$ cat src/rtl/playfield_scroll_writer_if.sv
// ---------------------------------------------------------------------------
// playfield_scroll_writer_if
//   Groups the host-side request signals and the video-bus write signals of
//   playfield_scroll_writer.
//   master : the writer (consumes requests and hblank, drives VBD/strobes)
//   slave  : the environment (issues requests, observes the video bus)
//   Signals:
//     hs_valid/hs_data[8:0] : scroll write request and value
//     pr_valid/pr_data[7:0] : priority write request and value
//     hblank                : horizontal blank, writes start only while high
//     VBD[8:0], VBD_oe      : video bus data and drive enable
//     HSCRLD_b, PFSPC_b     : active-low load strobes
//     busy, dropped         : FSM active, pending value overwritten pulse
// ---------------------------------------------------------------------------
interface playfield_scroll_writer_if;
  logic       hs_valid;
  logic [8:0] hs_data;
  logic       pr_valid;
  logic [7:0] pr_data;
  logic       hblank;
  logic [8:0] VBD;
  logic       VBD_oe;
  logic       HSCRLD_b;
  logic       PFSPC_b;
  logic       busy;
  logic       dropped;

  modport master (
    input  hs_valid, hs_data, pr_valid, pr_data, hblank,
    output VBD, VBD_oe, HSCRLD_b, PFSPC_b, busy, dropped
  );

  modport slave (
    output hs_valid, hs_data, pr_valid, pr_data, hblank,
    input  VBD, VBD_oe, HSCRLD_b, PFSPC_b, busy, dropped
  );
endinterface

$ cat src/rtl/playfield_scroll_writer.sv
// ---------------------------------------------------------------------------
// playfield_scroll_writer
//   Video-bus master that writes the playfield horizontal-scroll and the
//   playfield-priority registers during horizontal blank. Host requests are
//   always accepted into one shadow register per target; each pending value
//   is sent as a SETUP / STROBE / HOLD write cycle on VBD so the strobe's
//   rising edge (the receiver's capture point) always sees stable data.
//   Scroll wins when both are pending.
//   Ports:
//     clk  : system clock, all logic on posedge
//     rst  : synchronous active-high reset
//     bus  : playfield_scroll_writer_if.master (requests, hblank, video bus)
//   Parameters:
//     SETUP_CYC  : cycles VBD is driven before the strobe falls (>=1)
//     STROBE_CYC : cycles the strobe is held low (>=1)
//     HOLD_CYC   : cycles VBD is held after the strobe rises (>=1)
// ---------------------------------------------------------------------------
module playfield_scroll_writer #(
  parameter int SETUP_CYC  = 1,
  parameter int STROBE_CYC = 2,
  parameter int HOLD_CYC   = 1
) (
  input  logic                        clk,
  input  logic                        rst,
  playfield_scroll_writer_if.master   bus
);

  typedef enum logic [1:0] {
    S_IDLE,
    S_SETUP,
    S_STROBE,
    S_HOLD
  } state_e;

  localparam int MAX_CYC = (SETUP_CYC > STROBE_CYC) ?
                           ((SETUP_CYC > HOLD_CYC) ? SETUP_CYC : HOLD_CYC) :
                           ((STROBE_CYC > HOLD_CYC) ? STROBE_CYC : HOLD_CYC);
  // Counter holds phase length minus one, so clog2(MAX_CYC) bits suffice.
  localparam int CNT_W = (MAX_CYC > 1) ? $clog2(MAX_CYC) : 1;

  localparam logic [CNT_W-1:0] SETUP_LD  = CNT_W'(SETUP_CYC - 1);
  localparam logic [CNT_W-1:0] STROBE_LD = CNT_W'(STROBE_CYC - 1);
  localparam logic [CNT_W-1:0] HOLD_LD   = CNT_W'(HOLD_CYC - 1);

  state_e           state_q, state_d;
  logic [CNT_W-1:0] cnt_q, cnt_d;
  logic [8:0]       hs_shadow_q, hs_shadow_d;
  logic             hs_pend_q, hs_pend_d;
  logic [7:0]       pr_shadow_q, pr_shadow_d;
  logic             pr_pend_q, pr_pend_d;
  logic             sel_q, sel_d;            // 1: priority write in flight
  logic [8:0]       vbd_q, vbd_d;
  logic             vbd_oe_q, vbd_oe_d;
  logic             hscrld_b_q, hscrld_b_d;
  logic             pfspc_b_q, pfspc_b_d;
  logic             busy_q, busy_d;
  logic             dropped_q, dropped_d;

  logic start;
  logic take_hs;
  logic take_pr;

  always_comb begin
    // NOTE: every variable gets a default first so no path through the
    // case/if structure can infer a latch.
    state_d     = state_q;
    cnt_d       = cnt_q;
    hs_shadow_d = hs_shadow_q;
    hs_pend_d   = hs_pend_q;
    pr_shadow_d = pr_shadow_q;
    pr_pend_d   = pr_pend_q;
    sel_d       = sel_q;
    vbd_d       = vbd_q;

    start   = (state_q == S_IDLE) && bus.hblank && (hs_pend_q || pr_pend_q);
    take_hs = start && hs_pend_q;
    take_pr = start && !hs_pend_q && pr_pend_q;

    // A pending value is lost only if it is overwritten without being taken
    // on the same edge.
    dropped_d = (bus.hs_valid && hs_pend_q && !take_hs) ||
                (bus.pr_valid && pr_pend_q && !take_pr);

    // Clear on take first, then accept: a request on the take edge re-arms
    // the pending flag with the new value.
    if (take_hs) hs_pend_d = 1'b0;
    if (take_pr) pr_pend_d = 1'b0;
    if (bus.hs_valid) begin
      hs_shadow_d = bus.hs_data;
      hs_pend_d   = 1'b1;
    end
    if (bus.pr_valid) begin
      pr_shadow_d = bus.pr_data;
      pr_pend_d   = 1'b1;
    end

    case (state_q)
      S_IDLE: begin
        if (start) begin
          state_d = S_SETUP;
          cnt_d   = SETUP_LD;
          sel_d   = take_pr;
          vbd_d   = take_hs ? hs_shadow_q : {1'b0, pr_shadow_q};
        end
      end
      S_SETUP: begin
        if (cnt_q == '0) begin
          state_d = S_STROBE;
          cnt_d   = STROBE_LD;
        end else begin
          cnt_d = cnt_q - 1'b1;
        end
      end
      S_STROBE: begin
        if (cnt_q == '0) begin
          state_d = S_HOLD;
          cnt_d   = HOLD_LD;
        end else begin
          cnt_d = cnt_q - 1'b1;
        end
      end
      S_HOLD: begin
        if (cnt_q == '0) begin
          state_d = S_IDLE;
          cnt_d   = '0;
          vbd_d   = '0;
        end else begin
          cnt_d = cnt_q - 1'b1;
        end
      end
      default: begin
        state_d = S_IDLE;
        cnt_d   = '0;
        vbd_d   = '0;
      end
    endcase

    // Outputs are decoded from the next state and registered, so strobes
    // come straight from flops and never glitch.
    vbd_oe_d   = (state_d != S_IDLE);
    busy_d     = (state_d != S_IDLE);
    hscrld_b_d = !((state_d == S_STROBE) && !sel_d);
    pfspc_b_d  = !((state_d == S_STROBE) &&  sel_d);
  end

  always_ff @(posedge clk) begin
    // NOTE: sequential state uses non-blocking assignments so every flop
    // samples the pre-edge value regardless of statement order.
    if (rst) begin
      state_q     <= S_IDLE;
      cnt_q       <= '0;
      hs_shadow_q <= '0;
      hs_pend_q   <= 1'b0;
      pr_shadow_q <= '0;
      pr_pend_q   <= 1'b0;
      sel_q       <= 1'b0;
      vbd_q       <= '0;
      vbd_oe_q    <= 1'b0;
      hscrld_b_q  <= 1'b1;
      pfspc_b_q   <= 1'b1;
      busy_q      <= 1'b0;
      dropped_q   <= 1'b0;
    end else begin
      state_q     <= state_d;
      cnt_q       <= cnt_d;
      hs_shadow_q <= hs_shadow_d;
      hs_pend_q   <= hs_pend_d;
      pr_shadow_q <= pr_shadow_d;
      pr_pend_q   <= pr_pend_d;
      sel_q       <= sel_d;
      vbd_q       <= vbd_d;
      vbd_oe_q    <= vbd_oe_d;
      hscrld_b_q  <= hscrld_b_d;
      pfspc_b_q   <= pfspc_b_d;
      busy_q      <= busy_d;
      dropped_q   <= dropped_d;
    end
  end

  assign bus.VBD      = vbd_q;
  assign bus.VBD_oe   = vbd_oe_q;
  assign bus.HSCRLD_b = hscrld_b_q;
  assign bus.PFSPC_b  = pfspc_b_q;
  assign bus.busy     = busy_q;
  assign bus.dropped  = dropped_q;

endmodule

$ cat src/flat_wrapper.sv
// flat-port wrapper written by rule: the top's interface ports become plain ports
module playfield_scroll_writer_flat 
#(
  parameter int SETUP_CYC  = 1,
  parameter int STROBE_CYC = 2,
  parameter int HOLD_CYC   = 1
)
  (clk, rst, bus_hs_valid, bus_hs_data, bus_pr_valid, bus_pr_data, bus_hblank, bus_VBD, bus_VBD_oe, bus_HSCRLD_b, bus_PFSPC_b, bus_busy, bus_dropped);
  playfield_scroll_writer_if bus_i ();
  input  logic clk;
  input  logic rst;
  input wire logic [$bits(bus_i.hs_valid)-1:0] bus_hs_valid;
  input wire logic [$bits(bus_i.hs_data)-1:0] bus_hs_data;
  input wire logic [$bits(bus_i.pr_valid)-1:0] bus_pr_valid;
  input wire logic [$bits(bus_i.pr_data)-1:0] bus_pr_data;
  input wire logic [$bits(bus_i.hblank)-1:0] bus_hblank;
  output wire logic [$bits(bus_i.VBD)-1:0] bus_VBD;
  output wire logic [$bits(bus_i.VBD_oe)-1:0] bus_VBD_oe;
  output wire logic [$bits(bus_i.HSCRLD_b)-1:0] bus_HSCRLD_b;
  output wire logic [$bits(bus_i.PFSPC_b)-1:0] bus_PFSPC_b;
  output wire logic [$bits(bus_i.busy)-1:0] bus_busy;
  output wire logic [$bits(bus_i.dropped)-1:0] bus_dropped;
  assign bus_i.hs_valid = bus_hs_valid;
  assign bus_i.hs_data = bus_hs_data;
  assign bus_i.pr_valid = bus_pr_valid;
  assign bus_i.pr_data = bus_pr_data;
  assign bus_i.hblank = bus_hblank;
  assign bus_VBD = bus_i.VBD;
  assign bus_VBD_oe = bus_i.VBD_oe;
  assign bus_HSCRLD_b = bus_i.HSCRLD_b;
  assign bus_PFSPC_b = bus_i.PFSPC_b;
  assign bus_busy = bus_i.busy;
  assign bus_dropped = bus_i.dropped;
  playfield_scroll_writer #(.SETUP_CYC(SETUP_CYC), .STROBE_CYC(STROBE_CYC), .HOLD_CYC(HOLD_CYC)) u_core (.clk(clk), .rst(rst), .bus(bus_i));
endmodule
$ cat config.mk
export PLATFORM = sky130hd
export DESIGN_NAME = playfield_scroll_writer_flat
export DESIGN_NICKNAME = d
export VERILOG_FILES = /design/src/rtl/playfield_scroll_writer_if.sv /design/src/rtl/playfield_scroll_writer.sv /design/src/flat_wrapper.sv
export SDC_FILE = /design/constraint.sdc
export NUM_CORES = 1
export LEC_CHECK = 0
export CORE_AREA = 2 2 53 55
export CTS_CLUSTER_SIZE = 10
export DETAILED_ROUTE_END_ITERATION = 6
export DIE_AREA = 0 0 55 57
export DONT_BUFFER_PORTS = 1
export HOLD_SLACK_MARGIN = 0.08
export PLACE_DENSITY_LB_ADDON = 0.3
export SETUP_SLACK_MARGIN = 0.2
export SLEW_MARGIN = 20
export SYNTH_ARGS = -nofsm -noshare
export SYNTH_HDL_FRONTEND = slang
export SYNTH_SLANG_ARGS = --single-unit
$ cat constraint.sdc
create_clock -name clk -period 1.9 [get_ports clk]
set_clock_uncertainty 0.2 [all_clocks]
set_input_delay 0.095 -clock clk [delete_from_list [all_inputs] [get_ports clk]]
set_output_delay 0.095 -clock clk [all_outputs]
set_load 0.05 [all_outputs]
==> Word-level counts from Yosys, hierarchy flattened <==
Index checks and enable logic that the tools add are counted.
{ "classes": {"add_sub_neg": 1, "n_eq_ne": 6, "mux": 19, "reduce_logical": 26} }
{ "ops": {"columns": ["cell", "count"], "rows": [
  ["two-way mux 9 bit", 3],
  ["case mux 9 bit (2 select lines)", 1],
  ["logical AND 1 bit", 11],
  ["two-way mux 1 bit", 9],
  ["two-way mux 2 bit", 4],
  ["case mux 2 bit (4 select lines)", 1],
  ["nonzero test 2 bit", 4],
  ["equality test 2 bit (second input constant)", 3],
  ["zero test 1 bit", 6],
  ["case mux 1 bit (3 select lines)", 1],
  ["AND reduction 3 bit", 1],
  ["equality test 2 x 1 -> 1 bit (second input constant)", 1],
  ["zero test 2 bit", 1],
  ["logical OR 1 bit", 2],
  ["inequality test 2 x 1 -> 1 bit (second input constant)", 1],
  ["inequality test 2 bit (second input constant)", 1],
  ["OR reduction 2 bit", 1],
  ["subtractor 1 bit (second input constant)", 1]
]} }
{ "totals": {"reg_bits": 36, "out_inout_bits": 14} }

==> Logic depth before layout (Yosys ltp) <==
{ "logic_depth": {"depth_word": 10, "depth_mapped": 5, "ltp_nobuf": 3} }

==> Worst setup path after synthesis <==
No wires, ideal clock.
{ "synth_path": {"path_type": "reg2reg", "from": "reg u_core.state_q[0]", "to": "reg u_core.vbd_q[8] (netlist: u_core.bus.VBD[8])", "setup_time_ps": 62, "arrival_time_ps": 1201, "required_ps": 1638, "setup_slack_ps": 438, "stages_incl_launch_ff": 6, "path_buffers": 2, "synth_period_minus_slack_ps": 1462, "path_cell_list": "dfxtp_1 buf_6 or3b_1 buf_6 nor2_8 a32o_1"} }
{ "synth_via": {"elab_chain_cells": 7} }
{ "synth_rtl": {"columns": ["item", "line_no", "source"], "rows": [
  ["start: declaration", "playfield_scroll_writer.sv:45", "state_e state_q, state_d;"],
  ["start signal: assignment", "playfield_scroll_writer.sv:164", "state_q <= state_d;"],
  ["zero test 2 bit", "playfield_scroll_writer.sv:75, playfield_scroll_writer.sv:97", null],
  ["logical AND 1 bit (2 in series)", "playfield_scroll_writer.sv:75", "start = (state_q == S_IDLE) && bus.hblank && (hs_pend_q || pr_pend_q);"],
  ["logical AND 1 bit", "playfield_scroll_writer.sv:76", "take_hs = start && hs_pend_q;"],
  ["two-way mux 9 bit", "playfield_scroll_writer.sv:103", "vbd_d = take_hs ? hs_shadow_q : {1'b0, pr_shadow_q};"],
  ["two-way mux 9 bit", "playfield_scroll_writer.sv:99", "if (start) begin"],
  ["case mux 9 bit (2 select lines)", "playfield_scroll_writer.sv:97", "case (state_q)"],
  ["end signal: assignment", "playfield_scroll_writer.sv:171", "vbd_q <= vbd_d;"],
  ["end: declaration", "playfield_scroll_writer.sv:52", "logic [8:0] vbd_q, vbd_d;"]
]} }
Several ways; a longest one is shown, not always the timed one. The select of a mux whose other input is x is not followed.
A chain may end at the register's enable or synchronous reset.

==> metrics.md <==
| Metric | Value |
|---|---|
| Global-route wire length before repair | 5.499 mm |
| Initial Utilization | ~55% |
| Worst hold-check path type | primary input to register |
| N_diodes | 0 |
| Clock Path Buffers | 2 |
| DRC | 0 |
| Hold path endpoint | u_core.hs_pend_q$_SDFFE_PP0P_ |
| Synthesis-stage register bit count | 36 |
| PwrDens | 913.2 nW/um^2 |
| Hpwl dp | ~1.9 mm |
| P_leak | 0.0008170 uW |
| CP endpoint kind | register |
| Synth Flop Type | dfxtp_1 |
| GRT Overall Usage | about 25% |
| Wirelength per Cell | 15.46 um |
| GP Congestion | 0.7764 |
| Clock H-tree levels | 2 |
| Total Nets Final | between 200 and 250 |
| Share of the synthesized area in the top cell type | 49.83% |
| Total grt overflow | 0 |
| Area occupied by multi-input gates | roughly 660 um^2 |
| DRT iter0 DRCs | 35 |
| Number of port buffers | 0 |
| Rows | 19 |
| Area contributors post-synth | dfxtp_1 50%, mux2i_1 12%, nor2_1 5.4%, a22o_1 4.8%, nand2_1 4.7% |
| Register area | roughly 720 um^2 |
| Later-pin clock latency in the skew report | roughly 0.34 ns |
| Placed inst area | ~1500 um^2 |
| Reg-to-Reg Start | u_core.state_q[0]$_SDFF_PP0_ |
| Vias in the first global route | approximately 1200 |
| Fin crit share | between 80 and 90% |
| Most common cell in the netlist | dfxtp_1 |
| Slew Limit Headroom | between 60% and 70% |
| CP max-delay cell | dlygate4sd3_1 |
| Critical R2R Capture | u_core.pr_pend_q$_SDFFE_PP0P_ |
| Fin. max-slew vios | 0 |
| Cell taking the most area after synthesis | dfxtp_1 |
| CP startpoint kind | primary input |
| CP peak stage delay | just over 0.7 ns |
| CTS root buf | clkbuf_4 |
| Hold_sp | bus_hblank |
| Worst vdd ir | 0.7560 mV |
| CP max FO | 6 |
| MaxCap Viol Count | 0 |
| Setup CP Type | primary input to register |
| FMAX | ~620 MHz |
| Setup TNS | 0 ns |
| Worst-Margin Slew | 0.5080 ns |
| Met1 Routed Length | 1.443 mm |
| Routed Antenna Nets | 0 |
| Core Footprint | around 2600 um^2 |
| Mean Syn Cell Area | 9.773 um^2 |
| Die area | around 3100 um^2 |
| Post-Syn Instances | around 150 |
| Synthesized area | about 1400 um^2 |
| Final period demand of the worst path | roughly 1.6 ns |
| Setup violators final | 0 |
| Reg2reg setup slack | ~0.29 ns |
| Die Width | 55 um |
| TritonCTS Buffers | 5 |
| Final wirelength | 3.432 mm |
| Met3 WL | ~240 um |
| Worst-path cell chain | dlygate4sd3_1 -> mux2i_1 -> nor2_1 -> dlygate4sd3_1 |
| Highest Signal Layer | met4 |
| Syn. warnings | 0 |
| Fill cells | between 150 and 200 |
| Sink Count | 36 |
| Arr. time, crit path | between 1.5 and 2 ns |
| Sequential element share of the synthesized area | roughly 50% |
| TritonRoute pass-1 iters | 4 |
| Initial antenna violation count | 0 |
| Die height | between 50 and 60 um |
| Register-to-Register Path Depth | 3 |
| Most used cell, CP | dlygate4sd3_1 |
| Commonest cells in the netlist | 36 x dfxtp_1, 21 x nor2_1, 18 x nand2_1 |
| IO Pins | 36 |
| Pin count of the biggest net entering global routing | 29 |
| Design Area, Final | 1968 um^2 |
| Final Hold Vio Count | 0 |
| Syn_nets | between 150 and 200 |
| Reg clk slew, reported paths | approximately 0.1 ns |
| Vias | around 1300 |
| Vias per cell | 5.635 |
| RSZ-0062 raised after global routing | no |
| Synth cell types | 31 |
| CTS tree | built |
| Synth async-reset ratio | 0% |
| Layout cells sized above 1 | between 10% and 20% |
| Area grow syn2layout | 36.07% |
| WHS Path Cells | 3 |
| Worst hold slack | around 0.11 ns |
| Data required, critical path | slightly below 2 ns |
| DR WL met2 | between 1.5 and 2 mm |
| Post-synth EDFFs | 0 |
| Status | completed |
[logic make-up (layout without fill, tap and decap cells)]
kind of cell / count (synthesis) / in the layout / share of synthesized area, %
simple gates: 50 / 50 / 16.96
flops: 36 / 36 / 49.83
compound gates: 30 / 30 / 15.23
mux: 17 / 17 / 11.76
buf+inv: 13 / 56 / 5.017
xor+xnor: 2 / 2 / 1.211
[layout make-up]
type / count / area share, %
clock buffer: 7 / 3.306
clock inverter: 1 / 1.526
inverter: 1 / 0.1907
multi-input combinational: 99 / 33.31
sequential: 36 / 36.68
tap: 31 / 1.971
timing repair buffer: 47 / 23.01
[where the power goes]
part           internal [uW]  leakage, uW  total (uW)  switching [uW]
sequential               806     0.000296         866            60.2
combinational            157     0.000470         333             176
clock                    349    0.0000515         598             249
[timing repair]
action / 4_1_cts / 5_1_grt
endpoints found under the hold margin: 36 / 0
endpoints found under the setup margin: 0 / 10
hold buffers: 36 / 0
gates resized for setup: 0 / 2
buffers inserted: 0 / 0
[how the worst max path moves through the flow]
stage | startpoint | to | slack [ns] | cells past startpoint
CTS | u_core.state_q[1]$_SDFF_PP0_ | u_core.bus.VBD[3]$_SDFFE_PP0P_ | 0.22 | 3
floorplan | u_core.state_q[0]$_SDFF_PP0_ | u_core.bus.VBD[8]$_SDFFE_PP0P_ | 0.44 | 5
finish | bus_pr_valid | u_core.pr_shadow_q[3]$_SDFFE_PP0P_ | 0.28 | 4
global placement | u_core.state_q[1]$_SDFF_PP0_ | u_core.bus.VBD[1]$_SDFFE_PP0P_ | 0.33 | 3
global route | bus_pr_valid | u_core.pr_shadow_q[3]$_SDFFE_PP0P_ | 0.21 | 4
detailed placement | u_core.state_q[1]$_SDFF_PP0_ | u_core.bus.VBD[3]$_SDFFE_PP0P_ | 0.25 | 3
[stage by stage]
step / setup slack, ns / total power [uW] / cells / utilization (%)
6_report: 0.2807 / 1797 / 222 / 75.26
5_1_grt: 0.2137 / 1871 / 222 / 75.26
4_1_cts: 0.2213 / 1798 / 222 / 75.12
3_5_place_dp: 0.2504 / 1119 / 178 / 57.32
3_3_place_gp: 0.3295 / 1107 / 178 / 57.32
2_1_floorplan: 0.4375 / 1106 / 148 / -
[routing by layer]
metal  vias up  global-route usage [%]
met2        55                   38.95
met5         -                       0
li1        592                       -
met3        11                   8.377
met4         0                   10.45
met1       593                   30.10
[placed cells by master (no fill, tap or decap), drive strengths merged, types with 2 or more instances in the layout]
master | netlist | routed
or3b | 2 | 2
xnor2 | 2 | 2
nor3b | 2 | 2
nand2 | 18 | 18
dlygate4sd3 | 0 | 35
a21oi | 6 | 6
dfxtp | 36 | 36
buf | 7 | 12
o21ai | 9 | 9
mux2i | 17 | 17
nor2 | 22 | 22
clkbuf | 5 | 7
a22o | 8 | 8
[flip-flops by register name, indices dropped and copies added (netlist names)]
register             flops
u_core.hs_shadow_q       9
u_core.pr_shadow_q       8
u_core.bus.VBD           9
u_core.bus.PFSPC_b       1
u_core.hs_pend_q         1
u_core.bus.VBD_oe        1
u_core.bus.HSCRLD_b      1
u_core.pr_pend_q         1
u_core.cnt_q             1
u_core.bus.dropped       1
u_core.sel_q             1
u_core.state_q           2
[critical path, delay by kind of cell]
family,cells,cell delay (ns)
simple gates,1,0.05
mux,1,0.23
buf+inv,2,1.27
Note: power is estimated with default switching activity, not from simulation.
